**src/rtl/regfile_pkg.sv**
```systemverilog
// Shared types and sizing for the operand-fetch slice.
// Provides the address-width helper, default register-file geometry and
// the request/operand payload structs used by operand_fetch.
package regfile_pkg;

   // Register address width for a given register count (at least 1 bit).
   function automatic int unsigned addr_width(input int unsigned n_regs);
      return (n_regs > 1) ? $clog2(n_regs) : 1;
   endfunction

   localparam int unsigned RF_N_REGS     = 32;
   localparam int unsigned RF_DATA_WIDTH = 32;
   localparam int unsigned RF_ADDR_WIDTH = addr_width(RF_N_REGS);

   // Instruction as accepted from decode.
   typedef struct packed {
      logic [RF_ADDR_WIDTH-1:0] src0;
      logic [RF_ADDR_WIDTH-1:0] src1;
      logic [RF_ADDR_WIDTH-1:0] dst;
      logic                     dst_we;
   } fetch_req_t;

   // Operands plus destination as presented to execute.
   typedef struct packed {
      logic [RF_DATA_WIDTH-1:0] op0;
      logic [RF_DATA_WIDTH-1:0] op1;
      logic [RF_ADDR_WIDTH-1:0] dst;
      logic                     dst_we;
   } operand_bundle_t;

endpackage

```
**src/rtl/rf_scoreboard.sv**
```systemverilog
// Busy-bit scoreboard: one pending-write bit per architectural register.
// Ports: clk/rst; set_i/set_addr_i marks a register busy on issue;
// clr_i/clr_addr_i clears it on writeback (set wins on collision);
// src0/src1/dst query ports return the current busy bit combinationally.
module rf_scoreboard
   import regfile_pkg::*;
#(
   parameter  int unsigned N_REGS     = RF_N_REGS,
   localparam int unsigned ADDR_WIDTH = addr_width(N_REGS)
) (
   input  logic                  clk,
   input  logic                  rst,
   input  logic                  set_i,
   input  logic [ADDR_WIDTH-1:0] set_addr_i,
   input  logic                  clr_i,
   input  logic [ADDR_WIDTH-1:0] clr_addr_i,
   input  logic [ADDR_WIDTH-1:0] src0_addr_i,
   input  logic [ADDR_WIDTH-1:0] src1_addr_i,
   input  logic [ADDR_WIDTH-1:0] dst_addr_i,
   output logic                  src0_busy_c_o,
   output logic                  src1_busy_c_o,
   output logic                  dst_busy_c_o
);

   logic [N_REGS-1:0] busy_q, busy_d;

   // Clear applied first so a same-cycle set on the same register wins.
   always_comb begin
      busy_d = busy_q;
      if (clr_i) busy_d[clr_addr_i] = 1'b0;
      if (set_i) busy_d[set_addr_i] = 1'b1;
   end

   always_ff @(posedge clk or posedge rst) begin
      if (rst) busy_q <= '0;
      else     busy_q <= busy_d;
   end

   assign src0_busy_c_o = busy_q[src0_addr_i];
   assign src1_busy_c_o = busy_q[src1_addr_i];
   assign dst_busy_c_o  = busy_q[dst_addr_i];

endmodule

```
**src/rtl/operand_fetch.sv**
```systemverilog
// Operand-fetch stage between decode and execute.
// Ports: in_* decode handshake (two sources, destination, write flag);
// out_* operands to execute over valid/ready; wb_* writeback from commit,
// passed straight to the register-file write port; rf_* two registered read
// ports plus write port. S1 holds the accepted request, S2 the issued one
// whose read data returns on rf_rdata; a writeback landing in the issue
// cycle is captured and substituted for the stale register-file value.
module operand_fetch
   import regfile_pkg::*;
#(
   parameter  int unsigned N_REGS     = RF_N_REGS,
   parameter  int unsigned DATA_WIDTH = RF_DATA_WIDTH,
   localparam int unsigned ADDR_WIDTH = addr_width(N_REGS)
) (
   input  logic                       clk,
   input  logic                       rst,
   input  logic                       in_valid,
   output logic                       in_ready,
   input  logic [ADDR_WIDTH-1:0]      in_src0,
   input  logic [ADDR_WIDTH-1:0]      in_src1,
   input  logic [ADDR_WIDTH-1:0]      in_dst,
   input  logic                       in_dst_we,
   output logic                       out_valid,
   input  logic                       out_ready,
   output logic [DATA_WIDTH-1:0]      out_op0,
   output logic [DATA_WIDTH-1:0]      out_op1,
   output logic [ADDR_WIDTH-1:0]      out_dst,
   output logic                       out_dst_we,
   input  logic                       wb_valid,
   input  logic [ADDR_WIDTH-1:0]      wb_addr,
   input  logic [DATA_WIDTH-1:0]      wb_data,
   output logic                       rf_en,
   output logic [1:0]                 rf_re,
   output logic [1:0][ADDR_WIDTH-1:0] rf_raddr,
   input  logic [1:0][DATA_WIDTH-1:0] rf_rdata,
   output logic                       rf_we,
   output logic [ADDR_WIDTH-1:0]      rf_waddr,
   output logic [DATA_WIDTH-1:0]      rf_wdata
);

   fetch_req_t            s1_q, s1_d;
   logic                  s1_valid_q, s1_valid_d;
   logic                  s2_valid_q, s2_valid_d;
   logic [ADDR_WIDTH-1:0] s2_dst_q, s2_dst_d;
   logic                  s2_dst_we_q, s2_dst_we_d;
   logic [DATA_WIDTH-1:0] fwd0_q, fwd0_d, fwd1_q, fwd1_d;
   logic [1:0]            fwd_sel_q, fwd_sel_d;

   logic src0_busy_c, src1_busy_c, dst_busy_c;
   logic wb_hit0_c, wb_hit1_c, hazard_c, issue_c, accept_c;

   rf_scoreboard #(.N_REGS(N_REGS)) u_scoreboard (
      .clk          (clk),
      .rst          (rst),
      .set_i        (issue_c && s1_q.dst_we),
      .set_addr_i   (s1_q.dst),
      .clr_i        (wb_valid),
      .clr_addr_i   (wb_addr),
      .src0_addr_i  (s1_q.src0),
      .src1_addr_i  (s1_q.src1),
      .dst_addr_i   (s1_q.dst),
      .src0_busy_c_o(src0_busy_c),
      .src1_busy_c_o(src1_busy_c),
      .dst_busy_c_o (dst_busy_c)
   );

   // A busy source is satisfied by a writeback in the same cycle; WAW is not.
   assign wb_hit0_c = wb_valid && (wb_addr == s1_q.src0);
   assign wb_hit1_c = wb_valid && (wb_addr == s1_q.src1);
   assign hazard_c  = (src0_busy_c && !wb_hit0_c) || (src1_busy_c && !wb_hit1_c) ||
                      (s1_q.dst_we && dst_busy_c);
   assign issue_c   = s1_valid_q && !hazard_c && (!s2_valid_q || out_ready);
   assign in_ready  = !s1_valid_q || issue_c;
   assign accept_c  = in_valid && in_ready;

   // Pipeline slot next-state.
   always_comb begin
      s1_valid_d  = s1_valid_q;
      s1_d        = s1_q;
      s2_valid_d  = s2_valid_q;
      s2_dst_d    = s2_dst_q;
      s2_dst_we_d = s2_dst_we_q;
      fwd0_d      = fwd0_q;
      fwd1_d      = fwd1_q;
      fwd_sel_d   = fwd_sel_q;

      if (issue_c) s1_valid_d = 1'b0;
      if (accept_c) begin
         s1_valid_d  = 1'b1;
         s1_d.src0   = in_src0;
         s1_d.src1   = in_src1;
         s1_d.dst    = in_dst;
         s1_d.dst_we = in_dst_we;
      end

      if (issue_c) begin
         s2_valid_d  = 1'b1;
         s2_dst_d    = s1_q.dst;
         s2_dst_we_d = s1_q.dst_we;
         fwd0_d      = wb_data;
         fwd1_d      = wb_data;
         fwd_sel_d   = {wb_hit1_c, wb_hit0_c};
      end else if (out_ready) begin
         s2_valid_d  = 1'b0;
      end
   end

   always_ff @(posedge clk or posedge rst) begin
      if (rst) begin
         s1_valid_q  <= 1'b0;
         s1_q        <= '0;
         s2_valid_q  <= 1'b0;
         s2_dst_q    <= '0;
         s2_dst_we_q <= 1'b0;
         fwd0_q      <= '0;
         fwd1_q      <= '0;
         fwd_sel_q   <= '0;
      end else begin
         s1_valid_q  <= s1_valid_d;
         s1_q        <= s1_d;
         s2_valid_q  <= s2_valid_d;
         s2_dst_q    <= s2_dst_d;
         s2_dst_we_q <= s2_dst_we_d;
         fwd0_q      <= fwd0_d;
         fwd1_q      <= fwd1_d;
         fwd_sel_q   <= fwd_sel_d;
      end
   end

   // Reads go out only on issue, so rf_rdata holds while S2 is stalled.
   assign rf_en       = 1'b1;
   assign rf_re       = {issue_c, issue_c};
   assign rf_raddr[0] = s1_q.src0;
   assign rf_raddr[1] = s1_q.src1;

   assign out_valid  = s2_valid_q;
   assign out_op0    = !s2_valid_q ? '0 : (fwd_sel_q[0] ? fwd0_q : rf_rdata[0]);
   assign out_op1    = !s2_valid_q ? '0 : (fwd_sel_q[1] ? fwd1_q : rf_rdata[1]);
   assign out_dst    = s2_dst_q;
   assign out_dst_we = s2_dst_we_q;

   assign rf_we    = wb_valid;
   assign rf_waddr = wb_addr;
   assign rf_wdata = wb_data;

endmodule

```
**config.mk**
```make
export PLATFORM = sky130hd
export DESIGN_NAME = operand_fetch
export DESIGN_NICKNAME = d
export VERILOG_FILES = /design/src/rtl/regfile_pkg.sv /design/src/rtl/rf_scoreboard.sv /design/src/rtl/operand_fetch.sv
export SDC_FILE = /design/constraint.sdc
export NUM_CORES = 1
export LEC_CHECK = 0
export ABC_AREA = 0
export BUFFER_PORTS_ARGS = -buffer_cell sky130_fd_sc_hd__buf_2
export CORE_MARGIN = 3
export CORE_UTILIZATION = 37
export DETAILED_ROUTE_END_ITERATION = 8
export GPL_TIMING_DRIVEN = 0
export PLACE_DENSITY = 0.66
export SLEW_MARGIN = 0
export SYNTH_ARGS = -nofsm -noshare
export SYNTH_HDL_FRONTEND = slang
export SYNTH_SLANG_ARGS = --single-unit
export TNS_END_PERCENT = 20
```
**constraint.sdc**
```tcl
create_clock -name clk -period 2.8 [get_ports clk]
set_clock_uncertainty 0.05 [all_clocks]
set_input_delay 0.56 -clock clk [delete_from_list [all_inputs] [get_ports clk]]
set_output_delay 0.56 -clock clk [all_outputs]
set_load 0.01 [all_outputs]
```
-- After elaboration in Yosys (flattened, before gate mapping)
Index checks and enable logic that the tools add are counted.
- register bits after elaboration: 90
- latch bits: 0
- memory bits (writable): 0
- memory bits (read-only): 0
- bits of input ports: 122
- output and inout port bits: 123
- word-level logic and storage cells: 64
- memories kept: 0
- $add $sub $neg: 0
- multipliers: 0
- div/mod/pow operators: 0
- order comparisons: 6
- equality and inequality tests: 2
- shifts and indexed selects: 0
- muxes and demuxes: 20
- bitwise gates (word level): 3
- reduce and logical (&&, ||, !) cells: 22
- operator list (operator ; number):
    $mux 32 ; 6
    $and 32x32->32 ; 1
    $not 32->32 ; 1
    $or 32x32->32 ; 1
    $lt 5x6->1 const B ; 4
    $bmux 1 s5 ; 3
    $logic_and 1x1->1 ; 11
    $demux 1 s5 ; 2
    $eq 5x5->1 ; 2
    $ge 5x1->1 const B ; 2
    $mux 1 ; 9
    $logic_not 1->1 ; 5
    $logic_or 1x1->1 ; 4
    $reduce_bool 2->1 ; 2

-- Depth between registers and ports, before layout
- word-level depth: 12
- mapped depth: 12
- gate-level depth less buffers: 7

-- Hierarchy
A second synthesis with hierarchy kept.
- cell total of the unflattened synthesis: 656
- area, all modules: 6406.1 um2
- by module, submodules not included (module ; times used ; cells each ; area each (um2) ; sequential area each (um2)):
    operand_fetch ; 1 ; 406 ; 4124.0 ; 1451.4
    rf_scoreboard ; 1 ; 250 ; 2282.2 ; 800.8

-- Worst setup path after synthesis
Ideal clock, no wire load.
- path type: reg2out
- from: register s1_q (netlist bit rf_raddr[5])
- to: output port rf_re[0]
- arrival: 2.459 ns
- data required time: 2.190 ns
- path slack: -0.269 ns
- stages on the path, launching flop included: 12
- buffers on the path: 4
- path through: dfrtp_1 -> buf_2 -> mux4_2 -> mux4_2 -> nand2b_1 -> o211a_1 -> nor2_1 -> nand2_1 -> buf_6 -> buf_2 -> inv_1 -> buf_4
- cells in the longest elaborated chain, start to end: 9
- elaborated cells on any way between the ends: 11
- those cells by class: eq/ne: 1; mux: 2; reduce/logical: 8
- ends and longest elaborated chain (item ; RTL line ; text):
    from (decl) ; operand_fetch.sv:41 ; fetch_req_t s1_q, s1_d;
    from (signal assigned) ; operand_fetch.sv:111 ; s1_q <= '0;
    from (signal assigned) ; operand_fetch.sv:120 ; s1_q <= s1_d;
    parallel branches: the longest is 3 deep, another holds $bmux 1 s5 ; - ;
    $logic_and 1x1->1 (*) ; operand_fetch.sv:70 ; assign hazard_c = (src0_busy_c && !wb_hit0_c) || (src1_busy_c && !wb_hit1_c) ||
    $logic_or 1x1->1 (*) (2 in a row) ; operand_fetch.sv:70 ;
    $logic_not 1->1 (*) ; operand_fetch.sv:72 ; assign issue_c = s1_valid_q && !hazard_c && (!s2_valid_q || out_ready);
    $logic_and 1x1->1 (*) (2 in a row) ; operand_fetch.sv:72 ;
    to (decl) ; operand_fetch.sv:33 ; output logic [1:0] rf_re,
Every way passes the cells marked *. The select of a mux whose other input is x is not followed.

-- Worst setup path in the final report
- from: register s1_q (netlist bit rf_raddr[5])
- to: output port rf_re[1]
Same word-level chain as after synthesis.

==> flow_summary_export.csv <==
group,metric,value,unit
global_route,grt_pass1_wl,30200,um
power,p_sw,4390,uW
power,power_frac_seq,24.7,%
timing,setup_ws,-0.654,ns
worst_setup_path,endpoint_kind,"primary output",
layout,final_common_cell,"buf_2",
layout,final_cell_area,0.00858,mm2
global_route,grt_antenna_before_repair,1,
clock_network,clk_pin_slew_worst_paths,0.07,ns
power,swShare,40.5,%
run,maxCapViolCount,0,
placed_design,port_buffers,240,
detailed_routing,route.detailed.drc,0,
floorplan,die_w,134,um
clock_network,clock_latency,0.36,ns
status,violations,"negative setup slack",
logic_synthesis,syn_area,0.00609,mm2
detailed_routing,wire_per_inst,19.8,um
layout,area_delta_synth_final,41.0,%
logic_synthesis,yosysTopAreaCell,"dfrtp_1",
placed_design,place_area,0.00762,mm2
placed_design,gp_congestion,0.910,
power,intPower,6440,uW
detailed_routing,drtIter0Drc,425,
layout,layout.nets,937,
floorplan,initial_core_util,38.0,%
logic_synthesis,ys_types,33,
logic_synthesis,synth_area_leaders,"dfrtp_1 (37%), mux2i_1 (15%), mux2_2 (7.8%), nor2b_1 (6.8%), buf_4 (6.4%)",
layout,diodes,0,
logic_synthesis,synth_area_per_cell,11.0,um2
placed_design,dp.cells,1011,
power,powerDensity,1260,mW/mm2
detailed_routing,vias,5425,
floorplan,ios,245,
logic_synthesis,synth-warning-count,0,
worst_setup_path,cp_max_fo,7,
worst_setup_path,crit_path_start,"rf_raddr[5]$_DFFE_PP0P_",
timing,rsz0062_at_grt,"yes",
clock_network,numClockSinks,90,
detailed_routing,antenna_left,0,
worst_setup_path,crit_chain,"buf_8 > mux4_2 > mux4_2 > nand2b_4 > o211a_1 > nor2_1 > nand2_2 > buf_8 > buf_8 > inv_6 > buf_6 > buf_6",
power,ir_drop,0.531,mV
worst_setup_path,ff2ff_path_depth,13,
worst_setup_path,r2r_end,"u_scoreboard.busy_q[31]$_DFF_PP0_",
layout,final_cell_mix,"buf_2 (237), mux2i_1 (89), dfrtp_1 (85), nor2b_1 (65), buf_4 (61)",
worst_setup_path,setup.worst_path.class,"register to primary output",
layout,fin_util,53.6,%
detailed_routing,finalWirelength,20500,um
logic_synthesis,async_flop_share,100,%
placed_design,dp_hpwl,15000,um
logic_synthesis,synthFlopType,"dfrtp_1",
timing,hold_viol,0,
layout,drive_above_1_share,57.7,%
detailed_routing,viasPerCell,5.24,
floorplan,die_area,0.0180,mm2
timing,clock.fmax,290,MHz
worst_setup_path,regToRegSetupSlack,-0.30,ns
clock_network,clockBufferDepth,2,
timing,setup_viol_count_final,62,
timing,maxSlewViolCount,0,
worst_setup_path,arrival,2.84,ns
power,pwr-share-comb,63.6,%
logic_synthesis,ys_ff_latch,90,
layout,fin_cells,1036,
logic_synthesis,synth_nets,675,
timing,worst_slew_pin_slew,0.878,ns
global_route,grt_start_max_net_pins,42,
logic_synthesis,synth_edf_count,0,
floorplan,coreArea,0.0160,mm2
status,outcome,"finished, violations left",
layout,fillers,1460,
power,total_leakage_power,0.00391,uW
global_route,grt_overflow,0,
worst_setup_path,critPathSlowestCell,"mux4_2",
logic_synthesis,synth_top_area_share,37.0,%
worst_setup_path,startpoint_type,"register",
global_route,grt_use_total,21.4,%
clock_network,cts_tree,"yes",
timing,fin_crit,3.45,ns
clock_network,htreeDepth,3,
clock_network,ctsRootBufferMaster,"clkbuf_16",
worst_setup_path,crit_required,2.19,ns
timing,fin_crit_sh,123,%
worst_setup_path,cpPeakStageDelay,0.51,ns
floorplan,die_height,134,um
timing,relSlewSlack,41.3,%
logic_synthesis,synthCells,553,
floorplan,row_count,46,
clock_network,cts_buffers,9,
clock_network,postCtsHoldBufs,0,
detailed_routing,firstDrtPassIters,5,
logic_synthesis,yosysSeqAreaShare,37.0,%
worst_setup_path,r2r-start,"rf_raddr[5]$_DFFE_PP0P_",
min_path,hold_class,"input pin to asynchronous set/reset pin",
power,clock_power_share,11.6,%
worst_setup_path,cp_common_cell,"buf_8",
global_route,grt_pass1_vias,5265,
## logic make-up (layout without fill, tap and decap cells)
family / after synthesis / in the layout / synth area share [%]
buffers and inverters: 101 / 368 / 9.99
flip-flops: 90 / 90 / 37.0
AND/OR/NAND/NOR: 110 / 110 / 11.1
XOR/XNOR: 10 / 10 / 1.44
other: 1 / 1 / 0.0616
multiplexers: 162 / 162 / 31.9
AO/OA/AOI/OAI: 79 / 79 / 8.45
## per-stage QoR
step | TNS (ns) | worst slack [ns] | hold slack [ns] | power [uW]
6_report | -10.55 | -0.654 | 0.201 | 10800
5_1_grt | -15.44 | -0.719 | 0.240 | 11400
2_1_floorplan | -0.357 | -0.141 | 0.451 | 6240
4_1_cts | -7.60 | -0.694 | 0.216 | 9800
3_5_place_dp | -26.39 | -0.741 | 0.437 | 7890
3_3_place_gp | -21.46 | -0.685 | 0.436 | 7810
## registers in the layout, summed over array words and instances, names as in the netlist, 2 cells and up
signal               count
u_scoreboard.busy_q     32
s1_q                     6
out_dst                  5
fwd_sel_q                2
fwd1_q                  32
rf_raddr                10
## worst max-delay path: cells and delay by family, from the launching register on
| kind | cells | cell delay [ns] |
|---|---|---|
| muxes | 2 | 1.00 |
| DFF | 1 | 0.38 |
| buffers and inverters | 6 | 0.62 |
| and+or+nand+nor | 3 | 0.36 |
| AOI/OAI and AO/OA | 1 | 0.12 |
## how the worst max path moves through the flow
stage	to	slack, ns	depth (start not counted)
3_3_place_gp	rf_re[1]	-0.69	12
4_1_cts	rf_re[1]	-0.69	11
3_5_place_dp	rf_re[1]	-0.74	11
5_1_grt	rf_re[1]	-0.72	12
6_report	rf_re[1]	-0.65	12
2_1_floorplan	rf_re[0]	-0.14	10
## synth_stat cells, types with 3 or more instances
| library cell | number |
|---|---|
| or3_1 | 3 |
| nor4_1 | 4 |
| xor2_1 | 8 |
| mux2i_1 | 90 |
| nand3b_1 | 11 |
| o31ai_1 | 32 |
| buf_2 | 9 |
| nor2_1 | 5 |
| buf_6 | 3 |
| dfrtp_1 | 90 |
| o22ai_1 | 8 |
| nand2_1 | 8 |
| mux2_2 | 42 |
| or3b_2 | 5 |
| nand3_1 | 5 |
| inv_1 | 4 |
| nor2b_1 | 66 |
| buf_1 | 3 |
| clkbuf_1 | 30 |
| o21ai_0 | 32 |
| buf_4 | 52 |
| mux2_4 | 14 |
| mux4_2 | 16 |
## per-layer routing
layer | wire length (um) | global-route usage (%)
met1 | 8340 | 27.0
met2 | 10200 | 36.9
met3 | 1470 | 4.50
met4 | 496 | 6.67
met5 | 13 | 0
## layout make-up
class,instances,area (um2),share of cell area [%]
sequential,90,2260,26.3
clock inverter,6,65.1,0.758
timing repair buffer,262,1500,17.5
clock buffer,10,239,2.79
multi-input combinational,362,3540,41.2
buffer,86,683,7.96
tap,216,270,3.15
inverter,4,23.8,0.277
## power groups by stage
stage	combinational, uW	clock (uW)	sequential (uW)
2_1_floorplan	3930	0	2310
5_1_grt	7310	1340	2750
6_report	6890	1260	2680
4_1_cts	5900	1280	2620
3_3_place_gp	5350	0	2460
3_5_place_dp	5400	0	2490
## timing repair
item	CTS	global route
gates cloned	0	3
setup endpoints to repair	92	127
setup buffers	11	6
pin swaps	8	20
endpoints found under the hold margin	0	0
resized for setup	52	62
Note: power is estimated with default switching activity, not from simulation.
